==> config.mk <==
export PLATFORM = sky130hd
export DESIGN_NAME = lcd_line_arbiter_flat
export DESIGN_NICKNAME = d
export VERILOG_FILES = /design/src/rtl/lcd_line_arbiter_pkg.sv /design/src/rtl/lcd_line_arbiter_if.sv /design/src/rtl/lcd_line_arbiter_rr_arb2.sv /design/src/rtl/lcd_line_arbiter.sv /design/src/flat_wrapper.sv
export SDC_FILE = /design/constraint.sdc
export NUM_CORES = 1
export LEC_CHECK = 0
export BUFFER_PORTS_ARGS = -buffer_cell sky130_fd_sc_hd__buf_2
export CAP_MARGIN = 20
export CORE_MARGIN = 2
export CORE_UTILIZATION = 47
export CTS_BUF_LIST = sky130_fd_sc_hd__clkbuf_8
export DETAILED_ROUTE_END_ITERATION = 12
export GPL_TIMING_DRIVEN = 0
export PLACE_DENSITY_LB_ADDON = 0.05
export SYNTH_ARGS = -nofsm -noshare
export SYNTH_HDL_FRONTEND = slang
export SYNTH_SLANG_ARGS = --single-unit
==> constraint.sdc <==
create_clock -name CLK -period 3.9 [get_ports CLK]
set_clock_uncertainty 0.2 [all_clocks]
set_input_delay 0.78 -clock CLK [delete_from_list [all_inputs] [get_ports CLK]]
set_output_delay 0.78 -clock CLK [all_outputs]
set_load 0.005 [all_outputs]
==> src/rtl/lcd_line_arbiter_pkg.sv <==
// lcd_pkg: shared types and constants for the two-client LCD line arbiter.
//   state_t      - arbiter FSM state encoding
//   LCD_CHAR_W   - bits per character code
//   LCD_COL_W    - width of the LCD column index
//   LCD_COLS_MAX - widest line the column index can address
package lcd_pkg;

    localparam int LCD_CHAR_W   = 8;
    localparam int LCD_COL_W    = 4;
    localparam int LCD_COLS_MAX = 16;

    typedef enum logic [2:0] {
        S_INIT   = 3'd0,
        S_IDLE   = 3'd1,
        S_WRITE  = 3'd2,
        S_UPDATE = 3'd3,
        S_WAIT   = 3'd4
    } state_t;

endpackage

==> src/rtl/lcd_line_arbiter_if.sv <==
// lcd_line_arbiter_if: bundle of client requests, line data and the shared
// LCD write port.
//   slave  - arbiter view: takes req/line0/line1/lcd_busy, drives grants,
//            completions and the LCD write port.
//   master - client/LCD-driver view of the same signals.
interface lcd_line_arbiter_if
    import lcd_pkg::*;
#(
    parameter int NCOL = 10
) ();

    logic [1:0]                 req;
    logic [LCD_CHAR_W*NCOL-1:0] line0;
    logic [LCD_CHAR_W*NCOL-1:0] line1;
    logic [1:0]                 gnt;
    logic [1:0]                 done;
    logic                       lcd_row;
    logic [LCD_COL_W-1:0]       lcd_col;
    logic [LCD_CHAR_W-1:0]      lcd_char;
    logic                       lcd_we;
    logic                       update;
    logic                       lcd_busy;

    modport slave (
        input  req, line0, line1, lcd_busy,
        output gnt, done, lcd_row, lcd_col, lcd_char, lcd_we, update
    );

    modport master (
        output req, line0, line1, lcd_busy,
        input  gnt, done, lcd_row, lcd_col, lcd_char, lcd_we, update
    );

endinterface

==> src/rtl/lcd_line_arbiter_rr_arb2.sv <==
// rr_arb2: combinational two-way round-robin pick.
//   req  - request vector, bit i = client i
//   last - index of the client served most recently
//   win  - one-hot winner, zero when nobody requests
module rr_arb2 (
    input  logic [1:0] req,
    input  logic       last,
    output logic [1:0] win
);

    always_comb begin
        win = req;
        // On a tie the client that was not served last goes next.
        if (req == 2'b11) begin
            win = last ? 2'b01 : 2'b10;
        end
    end

endmodule

==> src/rtl/lcd_line_arbiter.sv <==
// lcd_line_arbiter: shares one character-LCD write port between two
// line-writer clients. A granted client's line is latched, written out one
// character per cycle on its own row, followed by an update strobe; the block
// then waits for the LCD to go idle and pulses done for that client.
//   CLK  - system clock, rising edge
//   RST  - asynchronous active-high reset
//   bus  - slave side of lcd_line_arbiter_if (requests, lines, LCD port)
//
// state    | meaning
// ---------+-----------------------------------------------------------
// S_INIT   | after reset, wait for the LCD driver to report idle
// S_IDLE   | arbitrate; grant when someone requests and LCD is idle
// S_WRITE  | one character per cycle from the latched line
// S_UPDATE | single-cycle display refresh strobe
// S_WAIT   | guard cycle, then wait for idle LCD and report done
module lcd_line_arbiter
    import lcd_pkg::*;
#(
    parameter int NCOL = 10
) (
    input logic               CLK,
    input logic               RST,
    lcd_line_arbiter_if.slave bus
);

    localparam int LINE_W = LCD_CHAR_W * NCOL;
    localparam int PAD_W  = LCD_CHAR_W * LCD_COLS_MAX;
    localparam logic [LCD_COL_W-1:0] LAST_COL = LCD_COL_W'(NCOL - 1);

    state_t                state_q, state_d;
    logic [LINE_W-1:0]     line_q, line_d;
    logic [LCD_COL_W-1:0]  col_q, col_d;
    logic [1:0]            gnt_q, gnt_d;
    logic [1:0]            done_q, done_d;
    logic                  row_q, row_d;
    logic [LCD_CHAR_W-1:0] char_q, char_d;
    logic                  we_q, we_d;
    logic                  update_q, update_d;
    logic                  guard_q, guard_d;
    logic                  last_q, last_d;

    logic [1:0]            win;
    logic [LINE_W-1:0]     win_line;
    logic [PAD_W-1:0]      line_pad;
    logic [LCD_COL_W-1:0]  nxt_col;

    rr_arb2 u_arb (
        .req  (bus.req),
        .last (last_q),
        .win  (win)
    );

    assign win_line = win[1] ? bus.line1 : bus.line0;

    // Padding the latched line to the full column range keeps the variable
    // character select in bounds for every legal NCOL.
    assign line_pad = PAD_W'(line_q);
    assign nxt_col  = col_q + 1'b1;

    always_comb begin
        state_d  = state_q;
        line_d   = line_q;
        col_d    = col_q;
        gnt_d    = gnt_q;
        done_d   = 2'b00;
        row_d    = row_q;
        char_d   = char_q;
        we_d     = 1'b0;
        update_d = 1'b0;
        guard_d  = guard_q;
        last_d   = last_q;

        case (state_q)
            S_INIT: begin
                if (!bus.lcd_busy) begin
                    state_d = S_IDLE;
                end
            end

            S_IDLE: begin
                if ((bus.req != 2'b00) && !bus.lcd_busy) begin
                    state_d = S_WRITE;
                    gnt_d   = win;
                    line_d  = win_line;
                    col_d   = '0;
                    row_d   = win[1];
                    // First character comes straight from the client line so
                    // the write can go out on the cycle after the grant.
                    char_d  = win_line[LCD_CHAR_W-1:0];
                    we_d    = 1'b1;
                end
            end

            S_WRITE: begin
                if (col_q == LAST_COL) begin
                    state_d  = S_UPDATE;
                    update_d = 1'b1;
                end else begin
                    col_d  = nxt_col;
                    char_d = line_pad[{nxt_col, 3'b000} +: LCD_CHAR_W];
                    we_d   = 1'b1;
                end
            end

            S_UPDATE: begin
                state_d = S_WAIT;
                guard_d = 1'b1;
            end

            S_WAIT: begin
                // The driver may not have raised busy yet right after the
                // update strobe, so its first sample is ignored.
                if (guard_q) begin
                    guard_d = 1'b0;
                end else if (!bus.lcd_busy) begin
                    done_d  = gnt_q;
                    gnt_d   = 2'b00;
                    last_d  = gnt_q[1];
                    state_d = S_IDLE;
                end
            end

            default: begin
                state_d = S_INIT;
            end
        endcase
    end

    always_ff @(posedge CLK or posedge RST) begin
        if (RST) begin
            state_q  <= S_INIT;
            line_q   <= '0;
            col_q    <= '0;
            gnt_q    <= 2'b00;
            done_q   <= 2'b00;
            row_q    <= 1'b0;
            char_q   <= '0;
            we_q     <= 1'b0;
            update_q <= 1'b0;
            guard_q  <= 1'b0;
            last_q   <= 1'b1;
        end else begin
            state_q  <= state_d;
            line_q   <= line_d;
            col_q    <= col_d;
            gnt_q    <= gnt_d;
            done_q   <= done_d;
            row_q    <= row_d;
            char_q   <= char_d;
            we_q     <= we_d;
            update_q <= update_d;
            guard_q  <= guard_d;
            last_q   <= last_d;
        end
    end

    assign bus.gnt      = gnt_q;
    assign bus.done     = done_q;
    assign bus.lcd_row  = row_q;
    assign bus.lcd_col  = col_q;
    assign bus.lcd_char = char_q;
    assign bus.lcd_we   = we_q;
    assign bus.update   = update_q;

endmodule

==> src/flat_wrapper.sv <==
// flat-port wrapper written by rule: the top's interface ports become plain ports
module lcd_line_arbiter_flat import lcd_pkg::*;
#(
    parameter int NCOL = 10
)
  (CLK, RST, bus_req, bus_line0, bus_line1, bus_lcd_busy, bus_gnt, bus_done, bus_lcd_row, bus_lcd_col, bus_lcd_char, bus_lcd_we, bus_update);
  lcd_line_arbiter_if #(.NCOL(NCOL)) bus_i ();
  input logic CLK;
  input logic RST;
  input wire logic [$bits(bus_i.req)-1:0] bus_req;
  input wire logic [$bits(bus_i.line0)-1:0] bus_line0;
  input wire logic [$bits(bus_i.line1)-1:0] bus_line1;
  input wire logic [$bits(bus_i.lcd_busy)-1:0] bus_lcd_busy;
  output wire logic [$bits(bus_i.gnt)-1:0] bus_gnt;
  output wire logic [$bits(bus_i.done)-1:0] bus_done;
  output wire logic [$bits(bus_i.lcd_row)-1:0] bus_lcd_row;
  output wire logic [$bits(bus_i.lcd_col)-1:0] bus_lcd_col;
  output wire logic [$bits(bus_i.lcd_char)-1:0] bus_lcd_char;
  output wire logic [$bits(bus_i.lcd_we)-1:0] bus_lcd_we;
  output wire logic [$bits(bus_i.update)-1:0] bus_update;
  assign bus_i.req = bus_req;
  assign bus_i.line0 = bus_line0;
  assign bus_i.line1 = bus_line1;
  assign bus_i.lcd_busy = bus_lcd_busy;
  assign bus_gnt = bus_i.gnt;
  assign bus_done = bus_i.done;
  assign bus_lcd_row = bus_i.lcd_row;
  assign bus_lcd_col = bus_i.lcd_col;
  assign bus_lcd_char = bus_i.lcd_char;
  assign bus_lcd_we = bus_i.lcd_we;
  assign bus_update = bus_i.update;
  lcd_line_arbiter #(.NCOL(NCOL)) u_core (.CLK(CLK), .RST(RST), .bus(bus_i));
endmodule
# ---- Word-level counts from Yosys, hierarchy flattened
# Cells that the tools add are included.
dict set report word_totals {
  out_inout_bits 19
  ff_bits 104
  elab_cells 65
}
dict set report op_classes {
  addsub 1
  reduce_logical 12
  n_eq_ne 11
  shift 1
  muxes 27
  n_bitwise 2
}
# cell n
set ops {}
lappend ops {{indexed part select 128 x 8 -> 8 bit} 1}
lappend ops {{two-way mux 80 bit} 1}
lappend ops {{two-way mux 2 bit} 8}
lappend ops {{two-way mux 8 bit} 2}
lappend ops {{case mux 8 bit (2 select lines)} 1}
lappend ops {{case mux 3 bit (5 select lines)} 1}
lappend ops {{two-way mux 3 bit} 4}
lappend ops {{AND reduction 3 bit} 3}
lappend ops {{two-way mux 4 bit} 2}
lappend ops {{case mux 4 bit (2 select lines)} 1}
lappend ops {{nonzero test 2 bit} 4}
lappend ops {{== test 3 x 2 -> 1 bit, second input constant} 2}
lappend ops {{inequality test 2 bit, second input constant} 3}
lappend ops {{adder 4 x 1 -> 4 bit, second input constant} 1}
lappend ops {{== test 4 bit, second input constant} 1}
lappend ops {{two-way mux 1 bit} 4}
lappend ops {{inequality test 2 x 1 -> 1 bit, second input constant} 2}
lappend ops {{case mux 1 bit (2 select lines)} 2}
lappend ops {{case mux 2 bit (2 select lines)} 1}
lappend ops {{AND reduction 4 bit} 1}
lappend ops {{== test 3 x 1 -> 1 bit, second input constant} 1}
lappend ops {{== test 3 bit, second input constant} 1}
lappend ops {{zero test 3 bit} 1}
lappend ops {{== test 2 bit, second input constant} 1}
lappend ops {{other kinds (4)} 5}

# ---- Depth between registers and ports, before layout
dict set report depth {
  depth_word 5
  mapped_depth 8
  depth_no_buf 7
}

# ---- Cells and area by module
# A second synthesis with hierarchy kept.
dict set report unflattened {
  hier_cells 532
  hier_area_um2 5540.3
}
# mod cells_each seq_area_each_um2 area_per_inst_um2 n_inst
set modules_own_cells {}
lappend modules_own_cells {lcd_line_arbiter 529 2603.7 5521.5 1}
lappend modules_own_cells {rr_arb2 3 0.0 18.8 1}

# ---- Worst setup path before layout
# Ideal clock, no wire load.
dict set report synth_path {
  path_type {flip-flop to flip-flop}
  start {register u_core.col_q[1] (netlist: u_core.bus.lcd_col[1])}
  end {register u_core.char_q[0] (netlist: u_core.bus.lcd_char[0])}
  n_path_buf 2
  slack_ns 1.662
  period_less_slack_ns 2.238
  stages_incl_launch_ff 9
  arrival_time_ns 1.908
  cell_sequence {dfrtp_1 -> inv_1 -> ha_1 -> buf_1 -> buf_2 -> mux4_1 -> mux2_2 -> nand2_1 -> a31oi_1}
}
dict set report synth_via {
  elab_chain_cells 4
  elab_cells_between_ends 7
  cone_classes {add/sub: 1; eq/ne: 2; shift: 1; mux: 2; reduce/logical: 1}
}
# item line_no
set synth_rtl {}
lappend synth_rtl {{start: declaration} lcd_line_arbiter.sv:32} ;# logic [LCD_COL_W-1:0] col_q, col_d;
lappend synth_rtl {{start signal: assignment} lcd_line_arbiter.sv:145} ;# col_q <= col_d;
lappend synth_rtl {{adder 4 x 1 -> 4 bit} lcd_line_arbiter.sv:58} ;# assign nxt_col = col_q + 1'b1;
lappend synth_rtl {{indexed part select 128 x 8 -> 8 bit} lcd_line_arbiter.sv:100} ;# char_d = line_pad[{nxt_col, 3'b000} +: LCD_CHAR_W];
lappend synth_rtl {{two-way mux 8 bit} lcd_line_arbiter.sv:95} ;# if (col_q == LAST_COL) begin
lappend synth_rtl {{case mux 8 bit (2 select lines)} lcd_line_arbiter.sv:73} ;# case (state_q)
lappend synth_rtl {{end signal: assignment} lcd_line_arbiter.sv:149} ;# char_q <= char_d;
lappend synth_rtl {{end: declaration} lcd_line_arbiter.sv:36} ;# logic [LCD_CHAR_W-1:0] char_q, char_d;
# Parallel ways exist; a longest one is shown, timed or not. The select of a mux whose other input is x is not followed.
# A chain may end at the register's enable or synchronous reset.

# ---- Final worst setup path
dict set report layout_path {
  start {register u_core.col_q[1] (netlist: u_core.bus.lcd_col[1])}
  end {register u_core.char_q[6] (netlist: u_core.bus.lcd_char[6])}
}
# Same word-level chain as after synthesis.

==> run summary <==
Dpl hpwl: 10800 µm
Number of synthesized flops with an enable pin: 0
Crit Reg-Reg Endpoint: u_core.bus.lcd_char[6]$_DFFE_PP0P_
Clock slew at reported path FFs: 90 ps
Die W: 112 µm
Critical path arrival: 2780 ps
Cts bufs inserted: 9
Mapped Nets: 676
1st-pass router iterations: 4
Final global-route overflow total: 0
Sequential fraction of the synthesis area: 47.3%
Max rail drop VDD: 0.356 mV
Max-cap violations: 0
Outcome: complete, no violations
Total Power: 4.56 mW
Critical Path Start Type: register
First-pass GRT wire length: 22600 µm
Top Layer Used: met4
Gate Count Post-Synth: 509
Setup Buffers After CTS: 0
Synth Warn #: 0
Non-Filler Cell Area, Final: 6820 µm²
Drt total wl: 14100 µm
Path depth of the worst reg2reg path: 8
Synth Area per Inst: 10.8 µm²
DP Area: 6630 µm²
# DRC: 0
# H-tree levels: 3
Register-to-register setup slack: 1190 ps
Initial antenna violation count: 0
Multi-input gate area: 2660 µm²
Drt via density: 5.28
DR WL met2: 6710 µm
Synth Register Bits: 104
Fill cells: 1054
Hold Vio Cnt, Final: 0
Largest net degree at the start of global routing: 67
Diode count: 0
Sequential cell area: 2600 µm²
Ports: 184
Slew @ Worst Pin: 524 ps
Worst setup path category: register to register
Post-synth ARST share: 100%
GRT Util Overall: 23.1%
RSZ-0062 raised after global routing: no
Post_cts resized: 0
Mapped Area: 5510 µm²
Gpl congestion: 0.813
Post-CTS Hold Fix Bufs: 0
Leakage: 3.28 nW
Worst EP required: 3960 ps
Initial Util: 48.2%
Hold Crit Class: input pin to asynchronous set/reset pin
Cell variety after synth: 40
Share of layout cells above drive strength 1: 34.4%
Via count: 4501
Core box area: 11400 µm²
Post-synth top area cell: dfrtp_1
Most common cell in the netlist: dfrtp_1
Sink Count: 104
Power density over cell area: 669 nW/µm²
Worst R2R Start: u_core.bus.lcd_col[1]$_DFFE_PP0P_
Clk buf depth: 2
Final Max Tran Viols: 0
Row count: 39
Routed Antenna Nets: 0
CTS tree: done
Met3 WL post-DR: 760 µm
Combinational Power Share: 44.8%
Clk network pwr share: 14.0%
Sw Pwr: 1.73 mW
Fmax: 0.369 GHz
DR iter-0 viols: 183
Post-synth top cells: 103 x dfrtp_1, 96 x nor2_1, 89 x mux2i_1
Synth area leaders: dfrtp_1 47%, mux2i_1 16%, a21oi_1 7.8%
Internal: 2.84 mW
Final Cycle Share: 69.5%
Tmin final: 2710 ps
Die ar.: 12600 µm²
Vias in the first global route: 4460
Final net count: 871
Largest fanout on the critical path: 10
Final setup viols: 0
Clk Latency, worst-skew pair: 380 ps
Top_reg_cell synth: dfrtp_1
Share of the synthesized area in the top cell type: 46.8%
Met1 WL: 6500 µm
Routed WL per cell: 16.6 µm
Area Overhead vs Synth: 23.8%
Net switching fraction of the power: 37.8%
Root buf cell: clkbuf_8
Port bufs: 183
Die H: 112 µm
Flop pwr share: 41.3%
Worst Setup End Kind: register
Slew HR: 65.0%
registers in the layout, summed over array words and instances (netlist names):
register	flops
u_core.bus.done	2
u_core.last_q	1
u_core.bus.gnt	2
u_core.state_q	3
u_core.bus.lcd_we	1
u_core.bus.lcd_col	4
u_core.bus.lcd_char	8
u_core.guard_q	1
u_core.bus.update	1
u_core.line_q	80
u_core.bus.lcd_row	1
logic make-up (layout without fill, tap and decap cells):
logic type | after synthesis | after routing | share of synthesized area [%]
xor gates and xnor gates | 2 | 2 | 0.796
and+or+nand+nor | 124 | 124 | 9.55
AOI/OAI and AO/OA | 118 | 118 | 12.1
muxes | 113 | 113 | 25.4
DFF | 104 | 104 | 47.3
buffers and inverters | 46 | 246 | 4.45
adders and majority gates | 2 | 2 | 0.454
per-layer routing:
layer,GRT usage [%],vias to the layer above
met1,32.4,2147
met2,37.5,137
met4,4.15,0
li1,-,2202
met3,5.67,15
met5,0,-
area by class of cell:
| type | instances | area share, % |
|---|---|---|
| multi-input cells | 359 | 39.0 |
| flip-flops and latches | 104 | 38.2 |
| repair buffers | 184 | 13.8 |
| plain buffers | 37 | 3.10 |
| well taps | 143 | 2.63 |
| clock buffers | 12 | 2.42 |
| inverters | 9 | 0.532 |
| clock inverters | 4 | 0.294 |
worst max-delay path: stages (launching register included):
cell	delay, ps
dfrtp_1	450
inv_1	80
ha_1	290
buf_1	370
buf_2	350
mux4_1	380
mux2_2	300
nand2_1	70
a31oi_1	90
cell usage in the layout (no fill, tap or decap), types with 2 or more instances in the layout:
cell / netlist / layout
a21oi_1: 86 / 86
inv_1: 9 / 10
o21ai_0: 7 / 7
mux4_1: 15 / 15
clkbuf_8: 0 / 12
nand2b_1: 4 / 4
nand3_1: 2 / 2
dfrtp_1: 103 / 103
ha_1: 2 / 2
nor2_1: 96 / 96
nand2_1: 14 / 14
o22a_1: 9 / 9
mux2_2: 8 / 8
o32ai_1: 2 / 2
mux2i_1: 89 / 89
buf_2: 19 / 202
a31oi_1: 8 / 8
buf_4: 3 / 3
buf_6: 3 / 3
clkbuf_1: 9 / 9
power by group through the flow:
stage / logic [mW] / clock network [mW] / registers (mW)
2_1_floorplan: 1.49 / 0 / 1.78
3_3_place_gp: 1.99 / 0 / 1.88
3_5_place_dp: 2.04 / 0 / 1.89
4_1_cts: 2.05 / 0.656 / 1.88
5_1_grt: 2.26 / 0.695 / 1.94
6_report: 2.04 / 0.638 / 1.88
worst max path at each step:
stage | from | end | slack [ps] | depth (start not counted)
after global routing | u_core.bus.lcd_col[1]$_DFFE_PP0P_ | u_core.bus.lcd_char[7]$_DFFE_PP0P_ | 990 | 8
after floorplan | RST | u_core.bus.done[0]$_DFF_PP0_ | 190 | 1
after CTS | u_core.bus.lcd_col[1]$_DFFE_PP0P_ | u_core.bus.lcd_char[6]$_DFFE_PP0P_ | 1150 | 8
after global placement | RST | u_core.line_q[24]$_DFFE_PP0P_ | -1020 | 2
after detailed placement | u_core.bus.lcd_col[1]$_DFFE_PP0P_ | u_core.bus.lcd_char[6]$_DFFE_PP0P_ | 1170 | 8
final | u_core.bus.lcd_col[1]$_DFFE_PP0P_ | u_core.bus.lcd_char[6]$_DFFE_PP0P_ | 1190 | 8
metrics by stage:
stage	cells	hold slack [ps]	setup TNS, ps	util (%)	setup slack, ps
5_1_grt	852	257	0	59.7	987
3_3_place_gp	835	299	-104170	57.8	-1020
2_1_floorplan	509	286	0	-	189
4_1_cts	852	238	0	59.7	1150
3_5_place_dp	836	310	0	58.1	1170
6_report	852	229	0	59.7	1190
Power figures use the tool's default switching activity.
